$ cat src/rtl/spi_platform_designer_ram_arbiter_pkg.sv
// Shared widths, depth and constants for the two-port RAM arbiter.
// The out-of-range check in the top is enabled by SPI_RAM_ARB_RANGE_CHECK_EN.
package spi_ram_arb_pkg;

    localparam int unsigned ADDR_W = 15;
    localparam int unsigned DATA_W = 32;
    localparam int unsigned DEPTH  = 20480;

    typedef logic port_id_t;

    localparam logic [31:0] ERR_READDATA = 32'h0000_0000;

endpackage

$ cat src/rtl/spi_platform_designer_ram_arbiter_rr.sv
// Two-way round-robin picker: a lone requester always wins; on contention
// the port named by rr_ptr wins. The pointer itself lives in the parent.
module spi_ram_arb_rr
    import spi_ram_arb_pkg::*;
(
    input  logic [1:0] req,
    input  port_id_t   rr_ptr,
    output logic [1:0] grant
);

    always_comb begin
        grant = '0;
        if (req[0] && (!req[1] || (rr_ptr == 1'b0))) begin
            grant[0] = 1'b1;
        end else if (req[1]) begin
            grant[1] = 1'b1;
        end
    end

endmodule

$ cat src/rtl/spi_platform_designer_ram_arbiter.sv
// Shares one single-port RAM (1-cycle read latency) between two Avalon-MM masters.
// Define SPI_RAM_ARB_RANGE_CHECK_EN to block and flag accesses at or above DEPTH.
module spi_platform_designer_ram_arbiter
    import spi_ram_arb_pkg::*;
#(
    parameter int unsigned ADDR_W = spi_ram_arb_pkg::ADDR_W,
    parameter int unsigned DATA_W = spi_ram_arb_pkg::DATA_W,
    parameter int unsigned DEPTH  = spi_ram_arb_pkg::DEPTH
) (
    input  logic                  clk,
    input  logic                  reset,
    input  logic [ADDR_W-1:0]     m0_address,
    input  logic [DATA_W/8-1:0]   m0_byteenable,
    input  logic                  m0_read,
    input  logic                  m0_write,
    input  logic [DATA_W-1:0]     m0_writedata,
    output logic                  m0_waitrequest,
    output logic [DATA_W-1:0]     m0_readdata,
    output logic                  m0_readdatavalid,
    input  logic [ADDR_W-1:0]     m1_address,
    input  logic [DATA_W/8-1:0]   m1_byteenable,
    input  logic                  m1_read,
    input  logic                  m1_write,
    input  logic [DATA_W-1:0]     m1_writedata,
    output logic                  m1_waitrequest,
    output logic [DATA_W-1:0]     m1_readdata,
    output logic                  m1_readdatavalid,
    output logic [ADDR_W-1:0]     ram_address,
    output logic [DATA_W/8-1:0]   ram_byteenable,
    output logic                  ram_chipselect,
    output logic                  ram_write,
    output logic [DATA_W-1:0]     ram_writedata,
    output logic                  ram_clken,
    input  logic [DATA_W-1:0]     ram_readdata,
    output logic                  err_flag,
    input  logic                  err_clear
);

    logic [1:0]          w_req;
    logic [1:0]          w_grant;
    port_id_t            w_sel;
    logic                w_accept;
    logic                w_is_write;
    logic                w_in_range;
    logic [ADDR_W-1:0]   w_addr;
    logic [DATA_W-1:0]   w_rdata;

    port_id_t            r_rr_ptr;
    logic                r_rd_valid;
    port_id_t            r_rd_id;
    logic                r_rd_blocked;
    logic [DATA_W-1:0]   r_rdata0;
    logic [DATA_W-1:0]   r_rdata1;

    assign w_req = {m1_read | m1_write, m0_read | m0_write};

    spi_ram_arb_rr u_rr (
        .req    (w_req),
        .rr_ptr (r_rr_ptr),
        .grant  (w_grant)
    );

    assign w_sel      = w_grant[1];
    assign w_accept   = (|w_grant) & ~reset;
    assign w_is_write = w_sel ? m1_write : m0_write;
    assign w_addr     = w_sel ? m1_address : m0_address;

    assign m0_waitrequest = reset | (w_req[0] & ~w_grant[0]);
    assign m1_waitrequest = reset | (w_req[1] & ~w_grant[1]);

`ifdef SPI_RAM_ARB_RANGE_CHECK_EN
    logic r_err;

    assign w_in_range = (32'(w_addr) < DEPTH);
    assign err_flag   = r_err;

    // A new error in the same cycle as err_clear keeps the flag set.
    always_ff @(posedge clk or posedge reset) begin
        if (reset) begin
            r_err <= 1'b0;
        end else if (w_accept && !w_in_range) begin
            r_err <= 1'b1;
        end else if (err_clear) begin
            r_err <= 1'b0;
        end
    end
`else
    logic w_unused;

    assign w_in_range = 1'b1;
    assign err_flag   = 1'b0;
    assign w_unused   = err_clear | (DEPTH == 0);
`endif

    assign ram_address    = w_addr;
    assign ram_byteenable = w_sel ? m1_byteenable : m0_byteenable;
    assign ram_writedata  = w_sel ? m1_writedata : m0_writedata;
    assign ram_chipselect = w_accept & w_in_range;
    assign ram_write      = w_accept & w_in_range & w_is_write;
    assign ram_clken      = 1'b1;

    assign w_rdata = r_rd_blocked ? DATA_W'(ERR_READDATA) : ram_readdata;

    // RAM data is only valid in the return cycle, so it is forwarded live
    // and captured for the hold value seen in later cycles.
    assign m0_readdatavalid = r_rd_valid & (r_rd_id == 1'b0);
    assign m1_readdatavalid = r_rd_valid & (r_rd_id == 1'b1);
    assign m0_readdata      = m0_readdatavalid ? w_rdata : r_rdata0;
    assign m1_readdata      = m1_readdatavalid ? w_rdata : r_rdata1;

    always_ff @(posedge clk or posedge reset) begin
        if (reset) begin
            r_rr_ptr     <= 1'b0;
            r_rd_valid   <= 1'b0;
            r_rd_id      <= 1'b0;
            r_rd_blocked <= 1'b0;
            r_rdata0     <= '0;
            r_rdata1     <= '0;
        end else begin
            if (w_accept) begin
                r_rr_ptr <= ~w_sel;
            end
            r_rd_valid <= w_accept & ~w_is_write;
            if (w_accept && !w_is_write) begin
                r_rd_id      <= w_sel;
                r_rd_blocked <= ~w_in_range;
            end
            if (m0_readdatavalid) begin
                r_rdata0 <= w_rdata;
            end
            if (m1_readdatavalid) begin
                r_rdata1 <= w_rdata;
            end
        end
    end

endmodule

$ cat config.mk
export PLATFORM = sky130hd
export DESIGN_NAME = spi_platform_designer_ram_arbiter
export DESIGN_NICKNAME = d
export VERILOG_FILES = /design/src/rtl/spi_platform_designer_ram_arbiter_pkg.sv /design/src/rtl/spi_platform_designer_ram_arbiter_rr.sv /design/src/rtl/spi_platform_designer_ram_arbiter.sv
export SDC_FILE = /design/constraint.sdc
export NUM_CORES = 1
export LEC_CHECK = 0
export CAP_MARGIN = 0
export CORE_MARGIN = 5
export CORE_UTILIZATION = 35
export CTS_CLUSTER_SIZE = 24
export DETAILED_ROUTE_END_ITERATION = 12
export PLACE_DENSITY = 0.84
export SYNTH_ARGS = -nofsm -noshare
export SYNTH_HDL_FRONTEND = slang
export SYNTH_SLANG_ARGS = --single-unit
$ cat constraint.sdc
create_clock -name clk -period 4.3 [get_ports clk]
set_clock_uncertainty 0.05 [all_clocks]
set_input_delay 0.86 -clock clk [delete_from_list [all_inputs] [get_ports clk]]
set_output_delay 0.86 -clock clk [all_outputs]
set_load 0.02 [all_outputs]
==> metrics.yaml, run 1 <==
cts-root-buf: "clkbuf_8"
cts_buffers: 9
synth-compound-area-share_pct: 2.40
worst_setup_path_end_kind: "output pin"
dpl.cell_count: 586
antenna_left: 0
fin_ws_ns: 0.432
drc: 0
track_usage_pct: 19.4
seqPwrFrac_pct: 28.4
layout.cells.non_filler: 602
setup_viol: 0
cts_buffer_depth: 2
worst_setup_path_start_kind: "input pin"
pwr-share-clk_pct: 15.2
drive_above_1_share_pct: 28.5
period_needed_ns: 3.87
ys_seq_area_share_pct: 51.8
post_drt_via_cell_ratio: 4.65
reg2reg_to: "r_rdata0[29]$_DFF_PP0_"
netlist_area_um2: 3240
path_clk_slew_ns: 0.07
place_congestion: 0.747
clkLatencyLatePin_ns: 0.32
crit_family: "buffers and inverters"
synth_fa_ha_area_share_pct: 0
path_max_fanout: 33
slew_viol_final: 0
cts_tree: "built"
synth-seq-cells: 67
cap_violations: 0
tns_ns: 0
cts_hold_buf: 0
io_pins: 264
min_period_over_period_pct: 90.0
p_int_mw: 2.29
die_y_um: 106
die_w_um: 106
core_area_um2: 9110
place_ws_ns: 0.429
rsz0062_at_grt: "no"
synth-simple-area-share_pct: 1.28
grt-ovfl-total: 0
swShare_pct: 36.1
diodes: 0
via_count: 2798
peakVddDrop_mv: 0.297
drt_iter0_markers: 64
first_pass_iters: 4
areaGrowthSynthToFinish_pct: 90.0
hp-class: "flip-flop to flip-flop"
crit_path_start: "m0_write"
slowest_delay_ns: 0.57
syn_avg_cell_area_um2: 14.5
crit_arrival_ns: 2.96
synth_top_family_by_area: "multiplexers"
grt_pass1_vias: 3190
rows: 35
worst_path_most_repeated_cell: "clkdlybuf4s50_1"
slowest_stage: "clkdlybuf4s50_1"
r2r_start: "r_rd_id$_DFFE_PP0P_"
worstHoldEndpoint: "r_rdata0[11]$_DFF_PP0_"
grt_first_pass_wirelength_um: 17100
power_density_nw_per_um2: 583
status: "complete, no violations"
slew_headroom_pct: 54.0
grt_max_degree: 39
syn_inst: 223
crit_chain: "clkdlybuf4s50_1 > nor2_4 > o22ai_4 > buf_4 > mux2_2 > clkdlybuf4s50_1"
antenna_found_initial: 0
postCtsSetupRepairBufs: 0
htreeDepth: 3
min_from: "r_rdata0[11]$_DFF_PP0_"
synth_xor_area_share_pct: 0
dpl.hpwl_um: 9330
cp.required_ns: 3.39
ctsResizeCount: 0
yosysUniqueCellTypes: 19
hold_viol: 0
p_sw_mw: 1.30
cts_sinks: 67
critical_path_buf_inv_count: 3
synthMuxAreaShare_pct: 40.3
power_leakage_nw: 2.49
r2r_slack_ns: 2.59
totalWireLength_um: 11400
die-area_um2: 11300
whs_path_depth: 1
fmax_mhz: 259
r2r_cells: 4
port_buffers: 260
fin_nets: 627
synth.net_count: 364
ys_warn_count: 0
initial_core_util_pct: 35.5
utilization_pct: 67.5
worstMarginPinSlew_ns: 0.689
finalHoldWorstSlack_ns: 0.450
path_class: "input pin to output pin"
p_comb_share_pct: 56.4
wl_per_cell_um: 19.0
## stage by stage
| step | instance area, µm² | total power [mW] |
|---|---|---|
| 2_1_floorplan | 3240 | 2.06 |
| 3_3_place_gp | 5940 | 3.01 |
| 3_5_place_dp | 5940 | 3.07 |
| 4_1_cts | 6150 | 3.63 |
| 5_1_grt | 6150 | 3.77 |
| 6_report | 6150 | 3.59 |
## area by class of cell
| type | count | area (µm²) |
|---|---|---|
| clock buffer | 10 | 138 |
| clock inverter | 6 | 71.3 |
| fill | 669 | 2960 |
| inverter | 6 | 22.5 |
| multi-input combinational | 136 | 1430 |
| sequential | 67 | 1680 |
| tap | 111 | 139 |
| timing repair buffer | 266 | 2670 |
## cell families after synthesis
family | count (synthesis)
other cells | 2
flops | 67
mux | 116
simple gates | 8
buf+inv | 20
compound gates | 10
## worst max-delay path by stage
stage                              endpoint  slack (ns)  cells past startpoint
after CTS                 ram_writedata[13]        0.42                      6
after detailed placement  ram_writedata[13]        0.43                      6
after global routing      ram_writedata[13]        0.33                      6
after global placement    ram_writedata[24]        0.45                      6
final                     ram_writedata[13]        0.43                      6
after floorplan              m0_waitrequest        0.58                      2
## power by group through the flow
stage | Combinational [mW] | Sequential (mW) | Clock [mW]
after floorplan | 1.06 | 0.992 | 0
after global placement | 2.00 | 1.01 | 0
after detailed placement | 2.04 | 1.03 | 0
after CTS | 2.05 | 1.02 | 0.564
after global routing | 2.13 | 1.04 | 0.591
final | 2.02 | 1.02 | 0.546
## placed cells by master, fill, tap and decap left out, types with 3 or more instances in the layout
| cell | synthesis | routed |
|---|---|---|
| mux2_2 | 115 | 115 |
| clkdlybuf4s50_1 | 0 | 260 |
| a21oi_1 | 3 | 3 |
| clkbuf_8 | 0 | 10 |
| inv_1 | 6 | 5 |
| nand2_1 | 3 | 3 |
| buf_4 | 2 | 4 |
| o31ai_1 | 3 | 3 |
| dfrtp_1 | 67 | 67 |
## sequential cells by signal, summed over array words and instances, names as in the netlist
| register | cells |
|---|---|
| r_rr_ptr | 1 |
| r_rdata1 | 32 |
| r_rd_id | 1 |
| r_rd_valid | 1 |
| r_rdata0 | 32 |
## per-layer routing
metal | part of all wire [%] | wire length, µm | track usage [%] | vias to the layer above
met4 | 1.0 | 118 | 5.00 | 0
li1 | - | - | - | 1314
met5 | 0 | 0 | 0 | -
met3 | 6.9 | 793 | 5.59 | 8
met1 | 38 | 4340 | 22.0 | 1355
met2 | 54 | 6170 | 35.7 | 121
## synthesized netlist by cell type (all sizes together)
| master | instances | area, µm² |
|---|---|---|
| inv | 6 | 22.5 |
| o21a | 1 | 7.51 |
| o22ai | 1 | 20.0 |
| o21ai | 1 | 5.00 |
| nand2 | 3 | 11.3 |
| nand2b | 1 | 6.26 |
| conb | 2 | 7.51 |
| nor2 | 3 | 18.8 |
| o31ai | 3 | 22.5 |
| a211oi | 1 | 7.51 |
| a21oi | 3 | 15.0 |
| buf | 14 | 106 |
| nor3 | 1 | 5.00 |
| mux2 | 115 | 1290 |
| mux2i | 1 | 10.0 |
| dfrtp | 67 | 1680 |
Power figures use the tool's default switching activity.
==> run 2, diff against run 1 <==
--- a/config.mk
+++ b/config.mk
@@ -6,11 +6,11 @@
 export NUM_CORES = 1
 export LEC_CHECK = 0
 export CAP_MARGIN = 0
-export CORE_MARGIN = 5
-export CORE_UTILIZATION = 35
+export CORE_AREA = 2 2 103 105
 export CTS_CLUSTER_SIZE = 24
 export DETAILED_ROUTE_END_ITERATION = 12
-export PLACE_DENSITY = 0.84
+export DIE_AREA = 0 0 105 107
+export PLACE_DENSITY = 0.77
 export SYNTH_ARGS = -nofsm -noshare
 export SYNTH_HDL_FRONTEND = slang
 export SYNTH_SLANG_ARGS = --single-unit
==> metrics.yaml, run 2 (synthesized netlist as in run 1, its figures left out) <==
place_ws_ns: 0.408
drc: 0
cts_buffer_depth: 2
worst_setup_path_end_kind: "output pin"
cts_buffers: 9
path_clk_slew_ns: 0.07
tns_ns: 0
dpl.hpwl_um: 8600
path_class: "input pin to output pin"
dpl.cell_count: 611
slew_headroom_pct: 44.2
power_leakage_nw: 2.48
slowest_stage: "clkdlybuf4s50_1"
power_mw: 3.51
rows: 37
hp-class: "flip-flop to flip-flop"
via_count: 2812
crit_chain: "clkdlybuf4s50_1 > nor2_4 > o22ai_4 > buf_4 > mux2_2 > clkdlybuf4s50_1"
cts-root-buf: "clkbuf_8"
drt_iter0_markers: 85
port_buffers: 260
reg.largest.list: "r_rdata0 x32, r_rdata1 x32"
r2r_cells: 4
totalWireLength_um: 10700
track_usage_pct: 18.7
fill_cells: 838
r2r_start: "r_rd_id$_DFFE_PP0P_"
post_drt_via_cell_ratio: 4.48
grt_pass1_vias: 3114
reg2reg_to: "r_rdata0[26]$_DFF_PP0_"
antenna_left: 0
crit_family: "buffers and inverters"
grt_max_degree: 69
cp.required_ns: 3.39
r2r_slack_ns: 2.52
min_from: "r_rdata0[20]$_DFF_PP0_"
rsz0062_at_grt: "no"
fmax_mhz: 256
die_y_um: 107
layout.cells.non_filler: 627
first_pass_iters: 4
peakVddDrop_mv: 0.244
place_congestion: 0.717
status: "complete, no violations"
die_w_um: 105
cts_sinks: 67
grt_first_pass_wirelength_um: 16300
worst_path_most_repeated_cell: "clkdlybuf4s50_1"
slowest_delay_ns: 0.57
critical_path_buf_inv_count: 3
critPathCapture: "ram_address[1]"
fin_nets: 627
path_max_fanout: 32
layout_commonest_cell: "clkdlybuf4s50_1"
clkLatencyLatePin_ns: 0.32
wl_per_cell_um: 17.1
worstMarginPinSlew_ns: 0.836
drive_above_1_share_pct: 28.1
fin_ws_ns: 0.388
ctsResizeCount: 0
initial_core_util_pct: 32.1
crit_arrival_ns: 3.00
cts_hold_buf: 0
areaGrowthSynthToFinish_pct: 89.9
power_density_nw_per_um2: 572
setup_viol: 0
cts_tree: "built"
period_needed_ns: 3.91
htreeDepth: 3
diodes: 0
final_cell_mix: "260 x clkdlybuf4s50_1, 115 x mux2_2, 67 x dfrtp_1"
antenna_found_initial: 0
slew_viol_final: 0
path_depth: 6
core_area_um2: 10100
grt-ovfl-total: 0
finalHoldWorstSlack_ns: 0.446
crit_path_start: "m0_write"
regArea_um2: 1680
min_period_over_period_pct: 91.0
cap_violations: 0
postCtsSetupRepairBufs: 0
hold_viol: 0
die-area_um2: 11200
worst_setup_path_start_kind: "input pin"
multiInputGateArea_um2: 1430
io_pins: 264
-- run 2: changes by cell type in the layout (fill, tap and decap cells not counted), sizes merged --
cell	change
inv	-2
clkinvlp	-2
clkinv	+3
clkbuf	+1
-- run 2: stage by stage --
step           utilization (%)  instance area [µm²]
2_1_floorplan                -                 3240
3_3_place_gp              59.1                 5960
3_5_place_dp              59.1                 5960
4_1_cts                   60.9                 6150
5_1_grt                   60.9                 6150
6_report                  60.9                 6150
-- run 2: per-layer routing --
metal  track usage, %  part of all wire, %  routed length (µm)  vias up
met5                0                    0                   0        -
li1                 -                    -                   -     1309
met3             5.78                  7.3                 776       11
met2             35.2                   54                5830      132
met1             19.8                   36                3890     1360
met4             5.90                  2.0                 212        0
-- run 2: worst register-to-register path, delay by kind of cell (launching register included) --
| kind | cells | cell delay, ns |
|---|---|---|
| buffers and inverters | 2 | 0.30 |
| DFF | 1 | 0.34 |
| muxes | 1 | 0.37 |
| and+or+nand+nor | 1 | 0.59 |
-- run 2: power breakdown --
part	switching [mW]	internal, mW	leakage [nW]	total [mW]
Clock	0.222	0.266	0.0971	0.488
Combinational	0.945	1.06	1.60	2.01
Sequential	0.0794	0.937	0.783	1.02
Total	1.25	2.27	2.48	3.51
-- run 2: area by class of cell --
type,count,area share [%]
flip-flops and latches,67,27.3
well taps,136,2.77
inverters,6,0.366
repair buffers,266,43.3
clock buffers,11,2.14
multi-input cells,136,23.3
clock inverters,5,0.875
-- run 2: how the worst min path moves through the flow --
stage                              to  slack [ns]  cells past startpoint
2_1_floorplan     r_rd_id$_DFFE_PP0P_        0.46                      2
3_3_place_gp   r_rdata0[29]$_DFF_PP0_        0.43                      1
3_5_place_dp   r_rdata0[19]$_DFF_PP0_        0.43                      1
4_1_cts        r_rdata0[24]$_DFF_PP0_        0.45                      1
5_1_grt        r_rdata0[19]$_DFF_PP0_        0.46                      1
6_report       r_rdata0[20]$_DFF_PP0_        0.45                      1
